### config.mk
export PLATFORM = sky130hd
export DESIGN_NAME = ex_mem_pipe
export DESIGN_NICKNAME = d
export VERILOG_FILES = /design/src/rtl/ex_mem_pkg.sv /design/src/rtl/pipe_entry_reg.sv /design/src/rtl/ex_mem_pipe.sv
export SDC_FILE = /design/constraint.sdc
export NUM_CORES = 1
export LEC_CHECK = 0
export ABC_AREA = 1
export BUFFER_PORTS_ARGS = -buffer_cell sky130_fd_sc_hd__buf_2
export CAP_MARGIN = 20
export CORE_MARGIN = 1
export CORE_UTILIZATION = 54
export DETAILED_ROUTE_END_ITERATION = 10
export GPL_ROUTABILITY_DRIVEN = 0
export PLACE_DENSITY_LB_ADDON = 0.15
export SLEW_MARGIN = 25
export SYNTH_ARGS = -nofsm -noshare
export SYNTH_HDL_FRONTEND = slang
export SYNTH_HIERARCHICAL = 1
export SYNTH_SLANG_ARGS = --single-unit
### constraint.sdc
create_clock -name clk -period 2.5 [get_ports clk]
set_input_delay 0.125 -clock clk [delete_from_list [all_inputs] [get_ports clk]]
set_output_delay 0.125 -clock clk [all_outputs]
set_load 0.05 [all_outputs]
### src/rtl/ex_mem_pkg.sv
// ex_mem_pkg: shared types and constants for the EX/MEM pipeline register.
//   - default width constants for ex_mem_pipe parameters
//   - NZCV flag bit positions (N=3 .. V=0)
//   - skid-buffer state encoding
//   - entry struct at default widths (ex_mem_pipe re-declares it at its
//     parameterised widths with identical field order)
// Optional feature macro: EX_MEM_FLAGS_EN adds the 4-bit NZCV field.
package ex_mem_pkg;

  localparam int unsigned DEF_DATA_W  = 32;
  localparam int unsigned DEF_RADDR_W = 3;
  localparam int unsigned DEF_NWB     = 2;

  localparam int unsigned FLAG_N = 3;
  localparam int unsigned FLAG_Z = 2;
  localparam int unsigned FLAG_C = 1;
  localparam int unsigned FLAG_V = 0;

  typedef enum logic [1:0] {
    EMPTY = 2'd0,
    ONE   = 2'd1,
    TWO   = 2'd2
  } stateT;

  typedef struct packed {
    logic [DEF_DATA_W-1:0]          alu;
    logic [DEF_DATA_W-1:0]          addr;
    logic [DEF_DATA_W-1:0]          store;
    logic [DEF_NWB*DEF_RADDR_W-1:0] rd;
    logic [DEF_NWB-1:0]             we;
    logic                           memRd;
    logic                           memWr;
`ifdef EX_MEM_FLAGS_EN
    logic [FLAG_N:FLAG_V]           flags;
`endif
  } entryT;

  function automatic logic [3:0] packNzcv(input logic n, input logic z,
                                          input logic c, input logic v);
    logic [3:0] f;
    f         = '0;
    f[FLAG_N] = n;
    f[FLAG_Z] = z;
    f[FLAG_C] = c;
    f[FLAG_V] = v;
    return f;
  endfunction

endpackage

### src/rtl/pipe_entry_reg.sv
// pipe_entry_reg: enable-loaded register holding one pipeline entry.
//   clk   - rising-edge clock
//   reset - asynchronous active-low clear
//   load  - capture d on the next rising edge
//   d / q - flattened entry in / out (W bits)
module pipe_entry_reg #(
  parameter int unsigned W = 8
) (
  input  logic         clk,
  input  logic         reset,
  input  logic         load,
  input  logic [W-1:0] d,
  output logic [W-1:0] q
);

  always_ff @(posedge clk or negedge reset) begin
    if (!reset)    q <= '0;
    else if (load) q <= d;
  end

endmodule

### src/rtl/ex_mem_pipe.sv
// ex_mem_pipe: EX->MEM pipeline stage as a 2-entry skid buffer (main + skid
// register, FIFO order). in_ready depends on the state register only, so
// there is no combinational path from out_ready to in_ready.
// Ports:
//   clk, reset (async active-low), flush (drops all held entries)
//   in_valid/in_ready, out_valid/out_ready : valid/ready handshakes
//   in_alu/in_addr/in_store (DATA_W), in_rd (NWB*RADDR_W), in_we (NWB),
//   in_mem_rd/in_mem_wr and matching out_* presenting the main register
//   in_flags/out_flags (NZCV) only when EX_MEM_FLAGS_EN is defined
module ex_mem_pipe
  import ex_mem_pkg::*;
#(
  parameter int unsigned DATA_W   = DEF_DATA_W,
  parameter int unsigned RADDR_W  = DEF_RADDR_W,
  parameter int unsigned NWB      = DEF_NWB,
  parameter bit          ZERO_REG = 1'b0
) (
  input  logic                   clk,
  input  logic                   reset,
  input  logic                   flush,
  input  logic                   in_valid,
  output logic                   in_ready,
  input  logic [DATA_W-1:0]      in_alu,
  input  logic [DATA_W-1:0]      in_addr,
  input  logic [DATA_W-1:0]      in_store,
  input  logic [NWB*RADDR_W-1:0] in_rd,
  input  logic [NWB-1:0]         in_we,
  input  logic                   in_mem_rd,
  input  logic                   in_mem_wr,
`ifdef EX_MEM_FLAGS_EN
  input  logic [3:0]             in_flags,
  output logic [3:0]             out_flags,
`endif
  output logic                   out_valid,
  input  logic                   out_ready,
  output logic [DATA_W-1:0]      out_alu,
  output logic [DATA_W-1:0]      out_addr,
  output logic [DATA_W-1:0]      out_store,
  output logic [NWB*RADDR_W-1:0] out_rd,
  output logic [NWB-1:0]         out_we,
  output logic                   out_mem_rd,
  output logic                   out_mem_wr
);

  typedef struct packed {
    logic [DATA_W-1:0]      alu;
    logic [DATA_W-1:0]      addr;
    logic [DATA_W-1:0]      store;
    logic [NWB*RADDR_W-1:0] rd;
    logic [NWB-1:0]         we;
    logic                   memRd;
    logic                   memWr;
`ifdef EX_MEM_FLAGS_EN
    logic [FLAG_N:FLAG_V]   flags;
`endif
  } pipeEntryT;

  stateT     state, stateNext;
  pipeEntryT inEntry, mainD, mainQ, skidQ;
  logic      accept, emit, mainLoad, skidLoad;
  logic [NWB-1:0] weMasked;

  // Write enables to a zero destination are dropped at capture time.
  for (genvar k = 0; k < NWB; k++) begin : gWe
    assign weMasked[k] = in_we[k] & ~(ZERO_REG & (in_rd[k*RADDR_W +: RADDR_W] == '0));
  end

  always_comb begin
    inEntry.alu   = in_alu;
    inEntry.addr  = in_addr;
    inEntry.store = in_store;
    inEntry.rd    = in_rd;
    inEntry.we    = weMasked;
    // A simultaneous read+write strobe is captured as a write.
    inEntry.memRd = in_mem_rd & ~in_mem_wr;
    inEntry.memWr = in_mem_wr;
`ifdef EX_MEM_FLAGS_EN
    inEntry.flags = in_flags;
`endif
  end

  assign accept = in_valid & in_ready;
  assign emit   = out_valid & out_ready;

  always_ff @(posedge clk or negedge reset) begin
    if (!reset) state <= EMPTY;
    else        state <= stateNext;
  end

  always_comb begin
    stateNext = state;
    if (flush) begin
      stateNext = EMPTY;
    end else begin
      unique case (state)
        EMPTY: if (accept) stateNext = ONE;
        ONE: begin
          if (accept && !emit)      stateNext = TWO;
          else if (!accept && emit) stateNext = EMPTY;
        end
        TWO:     if (emit) stateNext = ONE;
        default: stateNext = EMPTY;
      endcase
    end
  end

  always_comb begin
    in_ready = 1'b1;
    out_valid = 1'b0;
    unique case (state)
      EMPTY: begin in_ready = 1'b1; out_valid = 1'b0; end
      ONE:   begin in_ready = 1'b1; out_valid = 1'b1; end
      TWO:   begin in_ready = 1'b0; out_valid = 1'b1; end
      default: begin in_ready = 1'b1; out_valid = 1'b0; end
    endcase
  end

  // Main reloads from the input when it is free or being emitted this cycle,
  // or from the skid when draining TWO. Flush blocks every load so a
  // same-cycle accept is dropped and out data keep the last held entry.
  always_comb begin
    mainLoad = !flush && ((accept && (state == EMPTY || (state == ONE && emit)))
                          || (state == TWO && emit));
    skidLoad = !flush && (state == ONE) && accept && !emit;
    mainD    = (state == TWO) ? skidQ : inEntry;
  end

  pipe_entry_reg #(.W($bits(pipeEntryT))) uMain (
    .clk   (clk),
    .reset (reset),
    .load  (mainLoad),
    .d     (mainD),
    .q     (mainQ)
  );

  pipe_entry_reg #(.W($bits(pipeEntryT))) uSkid (
    .clk   (clk),
    .reset (reset),
    .load  (skidLoad),
    .d     (inEntry),
    .q     (skidQ)
  );

  assign out_alu    = mainQ.alu;
  assign out_addr   = mainQ.addr;
  assign out_store  = mainQ.store;
  assign out_rd     = mainQ.rd;
  assign out_we     = out_valid ? mainQ.we : '0;
  assign out_mem_rd = out_valid & mainQ.memRd;
  assign out_mem_wr = out_valid & mainQ.memWr;
`ifdef EX_MEM_FLAGS_EN
  assign out_flags  = mainQ.flags;
`endif

endmodule

==> results.py <==
metrics = {
    "yosys": {
        "synth_top_flop_cell": "sky130_fd_sc_hd__dfrtp_1",
        "synth.top_cells.by_count": "sky130_fd_sc_hd__nand2_1, sky130_fd_sc_hd__dfrtp_1, sky130_fd_sc_hd__buf_2",
        "syn_nets": 1399,
        "yosys_register_bits": 214,
        "synth_enable_flop_cells": 0,
        "synth_cell_type_count": 18,
        "synthTopCellsByArea": "sky130_fd_sc_hd__dfrtp_1, sky130_fd_sc_hd__nand2_1, sky130_fd_sc_hd__buf_2, sky130_fd_sc_hd__buf_6, sky130_fd_sc_hd__ha_1",
        "synthCells": 1284,
        "post-synth-top-count-cell": "sky130_fd_sc_hd__nand2_1",
        "post_synth_instance_area_um2": 9610,
        "yosys_warnings": 6,
        "synth_area_leader_cell": "sky130_fd_sc_hd__dfrtp_1",
        "synth-seq-area-share_pct": 55.7,
        "synth_top_cell_area_share_pct": 55.7,
        "avgSynthCellArea_um2": 7.48,
        "synth-async-reset-ratio_pct": 100,
    },
    "grt": {
        "global_route.overflow_total": 0,
        "first_pass_grt_wire_length_um": 39900,
        "global_route.usage.total_pct": 27.2,
        "vias_in_the_first_global_route": 8172,
        "initial_antenna_violation_count": 0,
        "largest_net_degree_at_the_start_of_global_routing": 108,
    },
    "placement": {
        "placement.setup.worst_slack_ns": 0.383,
        "placement.cell_area_um2": 10800,
        "placement.io_buffers": 218,
        "placedCellCount": 1670,
        "detailed_place_hpwl_um": 13400,
    },
    "final_layout": {
        "num-nets-final": 1693,
        "fillCellCount": 1400,
        "drive_gt1_share_pct": 17.3,
        "instances_no_fill": 1819,
        "end_of_flow_core_utilization_pct": 72.6,
        "postLayoutCellArea_um2": 12600,
        "n_antenna_cell": 0,
        "area_delta_synth_final_pct": 31.1,
        "sequential_cell_area_um2": 5360,
        "multi_input_area_um2": 3780,
    },
    "clock_tree": {
        "numCtsBuffers": 23,
        "clk_root_buffer_cell": "sky130_fd_sc_hd__clkbuf_16",
        "total_number_of_clock_tree_sinks": 214,
        "cts.path.max_buffers": 3,
        "worstSkewPairLatency_ns": 0.50,
        "post-cts-setup-buffers": 0,
        "cts_resized": 0,
        "htreeDepth": 1,
        "cts.clk_slew.worst_paths_ns": 0.06,
        "cts_tree": "done",
    },
    "floorplan": {
        "dieWidth_um": 135,
        "floorplan.io_pins": 219,
        "core_um2": 17400,
        "die_h_um": 135,
        "placement_rows": 48,
        "die_area_um2": 18300,
        "floorplan.initialDensity_pct": 55.4,
    },
    "setup_path": {
        "cp.required_ns": 2.93,
        "worst_setup_path_end_kind": "flip-flop",
        "path_max_fanout": 106,
        "cp.arrival_ns": 2.67,
        "worstSetupPathType": "reg2reg",
        "start_kind": "flip-flop",
        "worstRegToRegCells": 9,
    },
    "hold_path": {
        "worstHoldPathCells": 5,
        "holdCritPathClass": "in2reg",
    },
    "drt": {
        "detailedRoute.firstPassIterationCount": 6,
        "vias": 8776,
        "detailedRoute.firstIterationViolations": 548,
        "wirelength_um": 24300,
        "drt_drc_violations_left": 0,
        "antenna_viol_nets_final": 0,
        "routed_via_density": 4.82,
        "route.detailed.wl_per_inst_um": 13.4,
    },
    "timing": {
        "slew-limit-headroom_pct": 40.8,
        "setup_ws_ns": 0.264,
        "rsz_0062_raised_after_global_routing": "false",
        "post-route-period-util_pct": 89.4,
        "finalCriticalPeriod_ns": 2.24,
        "report.final.slew_viol_count": 0,
        "hold_viol": 0,
        "setup-tns-final_ns": 0,
        "worstMarginPinSlew_ns": 0.888,
        "skew_ns": 0.00744,
        "max_clock_freq_mhz": 447,
        "timing.final.setup_violations": 0,
    },
    "status": {
        "outcome": "finished, final reports clean",
    },
    "power": {
        "p_per_area_nw_per_um2": 1330,
        "peakVddDrop_v": 0.000837,
        "leakage_nw": 7.36,
    },
    "flow_run": {
        "timing.max_cap.violations": 0,
    },
}
## cell families (layout without fill, tap and decap cells)
logic type | after synthesis | count (layout) | synth area share, %
AO/OA/AOI/OAI | 2 | 2 | 0.104
adder cells (fa/ha/maj) | 4 | 4 | 0.521
buffers and inverters | 86 | 396 | 5.27
flip-flops | 214 | 214 | 55.7
AND/OR/NAND/NOR | 978 | 978 | 38.4
## per-layer routing
layer  up-vias  track usage, %  wire length [µm]
met5         -               0                 0
met4         0            9.61               648
met3        46            3.74              1430
met2       292            45.0             11600
met1      4030            36.7             10700
li1       4408               -                 -
## sequential cells by signal, summed over array words and instances, names as in the netlist
register / count
uSkid/q: 106
state: 2
uMain/q: 106
## placed cells by master (no fill, tap or decap), drive strengths merged
cell type	synthesis	final
buf	63	231
bufinv	0	1
nand2	971	971
clkbuf	7	37
nor2	2	2
a21oi	1	1
dfrtp	214	214
clkinv	0	4
dlygate4sd3	0	108
o21ai	1	1
nand3	3	3
nand4	1	1
ha	4	4
inv	16	15
nor3	1	1
## layout make-up
type	instances	area share [%]
inverter	16	0.566
sequential	214	42.5
clock buffer	37	5.70
timing repair buffer	339	18.7
clock inverter	4	0.357
tap	225	2.23
multi-input combinational	984	30.0
## through the flow
step / hold WS [ns] / total power (W)
floorplan: -0.171 / 0.0115
global placement: 0.190 / 0.0131
detailed placement: 0.184 / 0.0133
CTS: 0.0467 / 0.0169
global route: 0.0833 / 0.0178
finish: 0.0577 / 0.0168
## critical path, cell delays in order (launching register included)
cell                      delay [ns]
sky130_fd_sc_hd__dfrtp_1        0.40
sky130_fd_sc_hd__inv_1          0.11
sky130_fd_sc_hd__ha_1           0.33
sky130_fd_sc_hd__nand2_1        0.10
sky130_fd_sc_hd__o21ai_0        0.08
sky130_fd_sc_hd__nand2_1        0.10
sky130_fd_sc_hd__a21oi_4        0.09
sky130_fd_sc_hd__inv_6          0.53
sky130_fd_sc_hd__nand2_1        0.16
sky130_fd_sc_hd__nand2_1        0.12
## final timing paths
path / endpoint / slack (ns) / startpoint
max: uMain/q[6] / 0.26 / state[0]
min reg2reg: uMain/q[91] / 0.46 / uMain/q[91]
min in group asynchronous: uMain/q[91] / 0.23 / reset
max reg2reg: uMain/q[6] / 0.26 / state[0]
max in group asynchronous: uSkid/q[37] / 1.53 / reset
min: state[0] / 0.06 / in_valid
## timing repair
| item | in CTS | in global routing |
|---|---|---|
| hold buffers | 108 | 0 |
| endpoints found under the hold margin | 299 | 0 |
| setup endpoints to repair | 0 | 0 |
## report_power, final
group / switching [W] / internal, W / total (W)
clock network: 0.00132 / 0.00206 / 0.00338
registers: 0.000958 / 0.00522 / 0.00618
logic: 0.00548 / 0.00176 / 0.00724
total: 0.00776 / 0.00904 / 0.0168
Power figures use the tool's default switching activity.
